<file path="src/rtl/mesh_term_src.sv">
// ============================================================================
// Module   : mesh_term_src
// Purpose  : Per-terminal packet source for one mesh terminal input port.
//            A FWFT FIFO with overflow tracking and an optional head-stall
//            watchdog, enabled with `define MESH_SRC_WDOG_EN.
// Revision : 1.0  initial release
// ============================================================================
`default_nettype none

module mesh_term_src #(
    parameter int pckg_sz    = 40,
    parameter int fifo_depth = 4,
    parameter int TIMEOUT    = 64
) (
    input  logic                          clk,
    input  logic                          reset,
    input  logic                          push,
    input  logic [pckg_sz-1:0]            din,
    input  logic                          clr,
    input  logic                          popin,
    output logic [pckg_sz-1:0]            data_out_i_in,
    output logic                          pndng_i_in,
    output logic                          full,
    output logic [$clog2(fifo_depth):0]   count,
    output logic                          overflow,
    output logic [15:0]                   drop_cnt,
    output logic                          stall
);

    localparam int              c_PW    = $clog2(fifo_depth);
    localparam int              c_CW    = c_PW + 1;
    localparam logic [c_CW-1:0] c_DEPTH = c_CW'(fifo_depth);
    localparam logic [c_PW-1:0] c_LAST  = c_PW'(fifo_depth - 1);

    logic [pckg_sz-1:0] r_mem [fifo_depth];
    logic [c_PW-1:0]    r_wr_ptr;
    logic [c_PW-1:0]    r_rd_ptr;
    logic [c_CW-1:0]    r_count;
    logic               r_pndng;
    logic               r_full;
    logic               r_overflow;
    logic [15:0]        r_drop_cnt;

    logic               w_pop;
    logic               w_push_ok;
    logic               w_drop;
    logic [c_CW-1:0]    w_cnt_nxt;

    function automatic logic [c_PW-1:0] f_inc(input logic [c_PW-1:0] p);
        f_inc = (p == c_LAST) ? '0 : p + 1'b1;
    endfunction

    // A full FIFO still takes a push when the head leaves on the same edge.
    assign w_pop     = popin && (r_count != '0);
    assign w_push_ok = push && ((r_count != c_DEPTH) || popin);
    assign w_drop    = push && !w_push_ok;

    always_comb begin
        w_cnt_nxt = r_count;
        if (w_push_ok && !w_pop)
            w_cnt_nxt = r_count + 1'b1;
        else if (!w_push_ok && w_pop)
            w_cnt_nxt = r_count - 1'b1;
    end

    always_ff @(posedge clk or negedge reset) begin
        if (!reset) begin
            for (int i = 0; i < fifo_depth; i++)
                r_mem[i] <= '0;
            r_wr_ptr <= '0;
            r_rd_ptr <= '0;
            r_count  <= '0;
            r_pndng  <= 1'b0;
            r_full   <= 1'b0;
        end else begin
            if (w_push_ok) begin
                r_mem[r_wr_ptr] <= din;
                r_wr_ptr        <= f_inc(r_wr_ptr);
            end
            if (w_pop)
                r_rd_ptr <= f_inc(r_rd_ptr);
            r_count <= w_cnt_nxt;
            r_pndng <= (w_cnt_nxt != '0);
            r_full  <= (w_cnt_nxt == c_DEPTH);
        end
    end

    // clr outranks a drop on the same edge.
    always_ff @(posedge clk or negedge reset) begin
        if (!reset) begin
            r_overflow <= 1'b0;
            r_drop_cnt <= '0;
        end else if (clr) begin
            r_overflow <= 1'b0;
            r_drop_cnt <= '0;
        end else if (w_drop) begin
            r_overflow <= 1'b1;
            if (r_drop_cnt != 16'hFFFF)
                r_drop_cnt <= r_drop_cnt + 16'd1;
        end
    end

`ifdef MESH_SRC_WDOG_EN
    typedef enum logic [1:0] {
        S_IDLE  = 2'd0,
        S_WAIT  = 2'd1,
        S_STALL = 2'd2
    } wd_state_t;

    localparam logic [15:0] c_WD_LAST = 16'(TIMEOUT - 1);

    wd_state_t   r_state;
    logic [15:0] r_wd_cnt;
    logic        r_stall;

    // The FSM tracks the next occupancy so WAIT starts on the same edge that
    // makes the FIFO nonempty; STALL then lands exactly TIMEOUT edges later.
    always_ff @(posedge clk or negedge reset) begin
        if (!reset) begin
            r_state  <= S_IDLE;
            r_wd_cnt <= '0;
            r_stall  <= 1'b0;
        end else begin
            case (r_state)
                S_IDLE: begin
                    if (w_cnt_nxt != '0) begin
                        r_state  <= S_WAIT;
                        r_wd_cnt <= '0;
                    end
                end
                S_WAIT: begin
                    if (w_pop) begin
                        r_wd_cnt <= '0;
                        r_state  <= (w_cnt_nxt == '0) ? S_IDLE : S_WAIT;
                    end else if (r_wd_cnt == c_WD_LAST) begin
                        r_state <= S_STALL;
                        r_stall <= 1'b1;
                    end else begin
                        r_wd_cnt <= r_wd_cnt + 16'd1;
                    end
                end
                S_STALL: begin
                    if (w_pop) begin
                        r_wd_cnt <= '0;
                        r_state  <= (w_cnt_nxt == '0) ? S_IDLE : S_WAIT;
                    end
                end
                default: r_state <= S_IDLE;
            endcase
            if (clr)
                r_stall <= 1'b0;
        end
    end

    assign stall = r_stall;
`else
    if (TIMEOUT < 2) begin : g_timeout_unused
    end

    assign stall = 1'b0;
`endif

    assign data_out_i_in = r_mem[r_rd_ptr];
    assign pndng_i_in    = r_pndng;
    assign full          = r_full;
    assign count         = r_count;
    assign overflow      = r_overflow;
    assign drop_cnt      = r_drop_cnt;

endmodule

`default_nettype wire

</file>
<file path="config.mk">
export PLATFORM = sky130hd
export DESIGN_NAME = mesh_term_src
export DESIGN_NICKNAME = d
export VERILOG_FILES = /design/src/rtl/mesh_term_src.sv
export SDC_FILE = /design/constraint.sdc
export NUM_CORES = 1
export LEC_CHECK = 0
export ABC_AREA = 1
export ABC_CLOCK_PERIOD_IN_PS = 1700
export CAP_MARGIN = 25
export CORE_AREA = 8 8 178 180
export CTS_BUF_LIST = sky130_fd_sc_hd__clkbuf_16
export CTS_CLUSTER_SIZE = 20
export DETAILED_ROUTE_END_ITERATION = 10
export DIE_AREA = 0 0 186 188
export PLACE_DENSITY = 0.48
export SYNTH_ARGS = -nofsm -noshare
export SYNTH_HDL_FRONTEND = slang
export SYNTH_SLANG_ARGS = --single-unit
</file>
<file path="constraint.sdc">
create_clock -name clk -period 1.7 [get_ports clk]
set_input_delay 0.34 -clock clk [delete_from_list [all_inputs] [get_ports clk]]
set_output_delay 0.34 -clock clk [all_outputs]
set_load 0.005 [all_outputs]
</file>
; ---- After elaboration in Yosys (flattened, before gate mapping)
; Index checks and enable logic that the tools add are counted.
[word_totals]
register_bits = 186
elab_cells = 55
out_inout_bits = 63
inputBits = 45
[op_classes]
bitwise = 2
n_lt_le_gt_ge = 3
reduce_logical = 14
eq_ne = 5
n_addsub = 5
n_mux = 15
[ops]
columns = op, count
row1 = 160-bit bitwise mux, 1
row2 = 40-bit two-way mux, 3
row3 = 40-bit binary-select mux with 2-bit select, 1
row4 = 40-bit demux with 2-bit select, 1
row5 = 16-bit two-way mux, 3
row6 = 16-bit by 1-bit adder with 16-bit output (second input constant), 1
row7 = 16-bit inequality test (second input constant), 1
row8 = 3-bit greater-or-equal comparator (second input constant), 2
row9 = 1-bit logical AND, 6
row10 = 3-bit two-way mux, 2
row11 = 2-bit NOT with 3-bit output, 2
row12 = 3-bit nonzero test, 2
row13 = 2-bit by 1-bit adder with 2-bit output (second input constant), 2
row14 = 2-bit equality test (second input constant), 2
row15 = 2-bit two-way mux, 2
row16 = 2-bit nonzero test, 2
row17 = 3-bit by 1-bit adder with 3-bit output (second input constant), 1
row18 = 3-bit equality test (second input constant), 1
row19 = 3-bit by 1-bit less-than comparator with 1-bit output (second input constant), 1
row20 = 3-bit inequality test (second input constant), 1
row21 = 3-bit by 1-bit subtractor with 3-bit output (second input constant), 1
row22 = 1-bit logical NOT, 2
row23 = 1-bit two-way mux, 2
row24 = 2-bit AND reduction, 1
row25 = 1-bit logical OR, 1

; ---- Depth between registers and ports, before layout
; Gate-level depths: netlist of the first run.
[logic_depth]
word_depth = 8
mapped_depth = 10
ltp_nobuf = 10

; ---- Least setup slack after synthesis of the first run
; Ideal clock, no wire load.
[synth_timing]
kind = flip-flop to output port
startpoint = register r_rd_ptr[0]
endpoint = output port data_out_i_in[0]
path_buffers = 2
setup_slack_ns = 0.210
stages_incl_launch_ff = 6
t_required_ns = 1.360
arrival_time_ns = 1.150
cell_sequence = dfrtp_1 > buf_2 > clkinv_1 > buf_1 > nor2_1 > o22ai_1
[synth_between]
elab_chain_len = 4
[synth_rtl]
columns = element, line_no
row1 = start: declaration, 37  ; logic [c_PW-1:0] r_rd_ptr;
row2 = start signal: assignment, 81  ; r_rd_ptr <= f_inc(r_rd_ptr);
row3 = 2-bit NOT with 3-bit output (not written as such), 163  ; assign data_out_i_in = r_mem[r_rd_ptr];
row4 = 40-bit binary-select mux with 2-bit select, 163
row5 = 40-bit two-way mux (not written as such) (2 in a row), 163
row6 = end: declaration, 21  ; output logic [pckg_sz-1:0] data_out_i_in,
; Every way passes these cells. The select of a mux whose other input is x is not followed.

; ---- Worst setup path in the final report of the first run
[layout_timing]
startpoint = register r_rd_ptr[0]
endpoint = output port data_out_i_in[29]
; Same word-level chain as after synthesis.

==> results of run 1 <==
worst paths after layout:
path	from	end	slack [ps]	depth (start not counted)
setup reg to reg	count[0]	r_mem[6]	100	8
setup / recovery	r_rd_ptr[0]	data_out_i_in[29]	-430	6
max in group asynchronous	reset	r_mem[136]	700	3
hold / removal	reset	full	370	2
min in group clk	r_mem[105]	r_mem[105]	490	2
hold reg to reg	r_mem[105]	r_mem[105]	490	2
cells by family after synthesis:
logic type	share of synthesized area
buffers and inverters	0.06876
AO/OA/AOI/OAI	0.1908
other	0.0004422
AND/OR/NAND/NOR	0.1675
XOR/XNOR	0.01033
adder cells (fa/ha/maj)	0.01328
flip-flops	0.5489
stage by stage:
stage,utilization,instance area [um^2]
floorplan,-,8479
global placement,0.3597,10430
detailed placement,0.3597,10430
CTS,0.4075,11820
global route,0.4274,12400
finish,0.4274,12400
power groups by stage:
stage | logic (mW) | registers [mW] | clock network, mW
after floorplan | 4.93 | 7.09 | 0
after detailed placement | 9.38 | 7.31 | 0
after CTS | 11.1 | 7.42 | 4.31
final | 12.2 | 7.55 | 4.18
after global placement | 9.29 | 7.33 | 0
after global routing | 13.4 | 7.78 | 4.48
per-layer routing:
| layer | part of all wire | track usage | vias to the layer above |
|---|---|---|---|
| met5 | 0 | 0 | - |
| met4 | 0.011 | 0.03940 | 0 |
| met3 | 0.031 | 0.02322 | 18 |
| met2 | 0.48 | 0.2485 | 131 |
| met1 | 0.48 | 0.2010 | 3702 |
| li1 | - | - | 3674 |
area by class of cell:
| type | instances | area [um^2] | area share |
|---|---|---|---|
| clock inverters | 15 | 209.0 | 0.01686 |
| clock buffers | 17 | 425.4 | 0.03432 |
| repair buffers | 223 | 2486 | 0.2005 |
| flip-flops and latches | 186 | 4662 | 0.3761 |
| inverters | 66 | 252.7 | 0.02039 |
| multi-input cells | 684 | 3874 | 0.3125 |
| well taps | 390 | 488.0 | 0.03936 |
cells in the final DEF (no fill, tap or decap), types with 2 or more instances in the layout:
cell and instances:
inv_4 2, o21ai_2 47, buf_8 7, o21bai_1 3, clkbuf_16 24, nand2_2 2
inv_1 60, o22ai_2 30, nand2_8 4, nor2_4 13, o21ai_1 194, buf_2 40
xor2_1 9, buf_6 17, buf_12 25, inv_12 3, ha_1 8, clkinv_8 7
dfrtp_1 180, o21ai_4 4, nor2_1 73, nor2_2 20, o22ai_1 10, clkdlybuf4s50_1 53
dlygate4sd2_1 11, a21oi_1 3, o21ai_0 13, nand3_1 13, inv_2 3, buf_4 50
nand2_1 223, dfrtp_2 6, nand2_4 2, inv_6 3, nand3_4 2, buf_16 10
flip-flops by register name (all words and copies together), names as in the netlist:
name	cells
full	1
r_rd_ptr	2
drop_cnt	16
r_mem	160
pndng_i_in	1
count	3
overflow	1
r_wr_ptr	2
repair_timing:
action | in CTS | in global routing
endpoints found under the hold margin | 27 | 0
buffers inserted | 28 | 3
gates resized for setup | 340 | 102
pin swaps | 49 | 20
gates cloned | 12 | 10
setup endpoints to repair | 59 | 200
hold buffers | 1 | 0
==> results.json, run 1 <==
{
  "diodes": 0,
  "pwr-share-seq": 0.316,
  "endpoint_kind": "output pin",
  "syn-num-nets": 1049,
  "critPathMaxFanout": 10,
  "dieArea_um2": 34970,
  "holdWs_ps": 367.5,
  "hold_viol_final": 0,
  "skew_ps": 19.69,
  "cts_root_buf": "clkbuf_16",
  "ys_top_cells_by_area": "dfrtp_1 55%, o21ai_1 10%, nand2_1 9.9%",
  "synthFlopType": "dfrtp_1",
  "status": "finished, violations left",
  "drt-total-wl_um": 27850,
  "yosysTopAreaCell": "dfrtp_1",
  "place_worst_setup_slack_ps": -325.5,
  "synth_warnings": 0,
  "drt-initial-drc-count": 457,
  "clock_sinks": 186,
  "hold_path.class": "in2async",
  "grt_max_degree": 47,
  "cts_buffers": 17,
  "antenna_found_initial": 0,
  "synth_area_per_cell_um2": 8.522,
  "path_clk_slew_ps": 80,
  "grt_pass1_wl_um": 41750,
  "place.gp.congestion": 0.7817,
  "area_delta_synth_final_pct": 46.20,
  "nNetsFinal": 1232,
  "slew_violations": 0,
  "grt_setup_unrepaired": "true",
  "syn_area_um2": 8479,
  "ir_drop_mv": 0.8051,
  "finalWorstSetupSlack_ps": -426.1,
  "synth-seq-cells": 186,
  "nFillCells": 2929,
  "vias_per_cell": 4.760,
  "vias": 7525,
  "start_util": 0.2923,
  "ys_types": 34,
  "max_freq_ghz": 0.4703,
  "setup_viol": 40,
  "cp_slowest_stage_delay_ps": 490,
  "path_cells": "buf_4 -> buf_12 -> buf_16 -> nor2_1 -> o22ai_2 -> buf_2",
  "clock_latency_ps": 450,
  "cpLargestDelayFamily": "buffers and inverters",
  "p_switching_mw": 9.618,
  "fp-row-count": 63,
  "ys_seq_area_frac": 0.5489,
  "groute.usage.overall": 0.1502,
  "grt_overflow": 0,
  "crit_buf_inv": 4,
  "sw_frac_of_total": 0.4024,
  "place_inst": 1499,
  "layout-drive-gt1-share": 0.2762,
  "worstSetupPathType": "reg2out",
  "finalCritPeriodShare": 1.251,
  "power.density_nw_per_um2": 1928,
  "place.detailed.hpwl_um": 15550,
  "pwr-share-comb": 0.509,
  "port_buffers": 106,
  "synth_top_cells_by_count": "224 x nand2_1, 186 x dfrtp_1, 170 x o21ai_1, 105 x nor2_1, 82 x o21ai_0",
  "io_pins": 108,
  "power_frac_clock": 0.175,
  "finalSetupTns_ps": -14160,
  "synthCells": 995,
  "core_um2": 29010,
  "firstDrtPassIters": 5,
  "layout.cells.non_filler": 1581,
  "cts_max_level": 4,
  "total_power_mw": 23.90,
  "route.detailed.drc": 0,
  "power.leakage_nw": 5.794,
  "clock_path_buffers": 2,
  "intPower_mw": 14.28,
  "cap_violations": 0,
  "synth_enable_flop_cells": 0,
  "routedWlPerCell_um": 17.62,
  "dieHeight_um": 188,
  "arrival_ps": 1790,
  "synth_most_common_cell": "nand2_1",
  "postRouteAntennaNets": 0,
  "finalCriticalPeriod_ps": 2126,
  "ys_async_sr_fraction": 1.000,
  "cp.required_ps": 1360,
  "grt_pass1_vias": 7589,
  "synth_top_area_share": 0.5489,
  "worst_setup_path_start_kind": "flop",
  "cts_tree": "yes",
  "die_width_um": 186,
  "violations": "setup timing",
  "slowest_stage": "dfrtp_2"
}
(Power assumes the default switching activity.)
==> inputs of run 2 (changes only) <==
Settings changed: ABC_CLOCK_PERIOD_IN_PS 1700 to 2760, CTS_CLUSTER_SIZE 20 to unset, SLEW_MARGIN set to 20.
Clock period 1.7 ns to 2.76 ns, I/O delays scaled along.
==> run 2 against run 1 <==
Effect of this change:
- highest routed layer unchanged
- sequential cell count did not move
- routed wire length fell by 17%
- the run now ends clean
- design area fell by 14%
- critical endpoint is now data_out_i_in[28]
==> results.json, run 2 (synthesis results as in run 1) <==
{
  "status": "finished, final reports clean",
  "finalCriticalPeriod_ps": 2686,
  "r2r-start": "count[0]",
  "path_cells": "inv_4 -> bufbuf_16 -> o21ai_0 -> o22ai_1 -> clkdlybuf4s50_1",
  "routedWlPerCell_um": 15.57,
  "cp_slowest_stage_delay_ps": 540,
  "die_width_um": 186,
  "grt_max_degree": 81,
  "drt-total-wl_um": 23090,
  "cp.required_ps": 2210,
  "cts_root_buf": "clkbuf_16",
  "nFillCells": 3084,
  "port_buffers": 106,
  "drt-initial-drc-count": 340,
  "place.detailed.hpwl_um": 14300,
  "cap_violations": 0,
  "power.density_nw_per_um2": 1153,
  "worstSetupPathType": "reg2out",
  "diodes": 0,
  "grt_pass1_vias": 6986,
  "finalWorstSetupSlack_ps": 74.11,
  "final_cell_mix": "224 x nand2_1, 185 x dfrtp_1, 170 x o21ai_1",
  "timing_worst_slew_pin_value_ps": 525.2,
  "rr_worst_depth": 9,
  "final_core_util": 0.3660,
  "cts_max_level": 4,
  "place.gp.congestion": 0.7587,
  "dieArea_um2": 34970,
  "largest_register": "r_mem",
  "crit_start": "r_rd_ptr[0]",
  "antenna_found_initial": 0,
  "dieHeight_um": 188,
  "finalInstanceArea_um2": 10620,
  "grt_pass1_wl_um": 38210,
  "nNetsFinal": 1134,
  "postRouteAntennaNets": 0,
  "hold_path.class": "in2async",
  "max_freq_ghz": 0.3723,
  "vias_per_cell": 4.588,
  "cpLargestDelayFamily": "buffers and inverters",
  "clock_latency_ps": 430,
  "hold_viol_final": 0,
  "place_worst_setup_slack_ps": 380.6,
  "cts_buffers": 17,
  "layout-drive-gt1-share": 0.07136,
  "largest_reg_flops": 160,
  "clock_path_buffers": 2,
  "clock_sinks": 186,
  "route.detailed.drc": 0,
  "firstDrtPassIters": 4,
  "core_um2": 29010,
  "ir_drop_mv": 0.4439,
  "endpoint_kind": "output pin",
  "skew_ps": 11.53,
  "critPathMaxFanout": 21,
  "grt_overflow": 0,
  "area_delta_synth_final_pct": 25.22,
  "path_clk_slew_ps": 80,
  "start_util": 0.2923,
  "vias": 6804,
  "slew_violations": 0,
  "slowest_stage": "clkdlybuf4s50_1",
  "maxSlewHeadroom": 0.6498,
  "setup_viol": 0,
  "worst_setup_path_start_kind": "flop",
  "fp-row-count": 63,
  "power.leakage_nw": 4.916,
  "layout_commonest_cell": "nand2_1",
  "crit_cells": 5,
  "finalCritPeriodShare": 0.9731,
  "cts_hold_buf": 0,
  "crit_buf_inv": 3,
  "placed_area_um2": 9946,
  "arrival_ps": 2130,
  "grt_setup_unrepaired": "true",
  "io_pins": 108,
  "groute.usage.overall": 0.1369,
  "cts_tree": "yes"
}
run 2: routing by layer:
metal | global-route usage | part of all wire | up-vias
met4 | 0.03574 | 0.010 | 0
met2 | 0.2201 | 0.47 | 105
li1 | - | - | 3443
met3 | 0.02535 | 0.036 | 12
met5 | 0 | 0 | -
met1 | 0.1861 | 0.48 | 3244
run 2: where the power goes:
group	internal [mW]	switching (mW)	total [mW]
Sequential	3.87	0.637	4.51
Combinational	2.49	2.81	5.30
Clock	1.21	1.22	2.43
run 2: final timing paths:
kind,slack (ps),to
setup / recovery,70,data_out_i_in[28]
hold / removal,90,count[1]
setup reg to reg,930,r_mem[50]
hold reg to reg,490,r_mem[45]
max in group asynchronous,1930,r_mem[111]
min in group clk,490,r_mem[45]
run 2: through the flow:
step	total power, mW	TNS (ps)	cells	hold slack, ps
after detailed placement	9.873	0	1449	472.8
after floorplan	7.404	0	995	256.4
after global placement	9.818	0	1449	466.9
after CTS	12.48	0	1483	98.41
after global routing	13.31	-8.568	1483	119.6
final	12.24	0	1483	86.65
run 2: layout make-up:
type	instances	area, um^2	area share
Clock buffer	17	425.4	0.04007
Timing Repair Buffer	126	1383	0.1302
Tap cell	390	488.0	0.04596
Clock inverter	15	161.4	0.01520
Multi-Input combinational cell	683	3254	0.3065
Sequential cell	186	4656	0.4385
Inverter	66	250.2	0.02357
run 2: what timing repair did:
| item | 4_1_cts | 5_1_grt |
|---|---|---|
| buffers inserted | 1 | 0 |
| gates cloned | 1 | 0 |
| setup endpoints to repair | 14 | 14 |
| pin swaps | 0 | 4 |
| gates resized for setup | 3 | 11 |
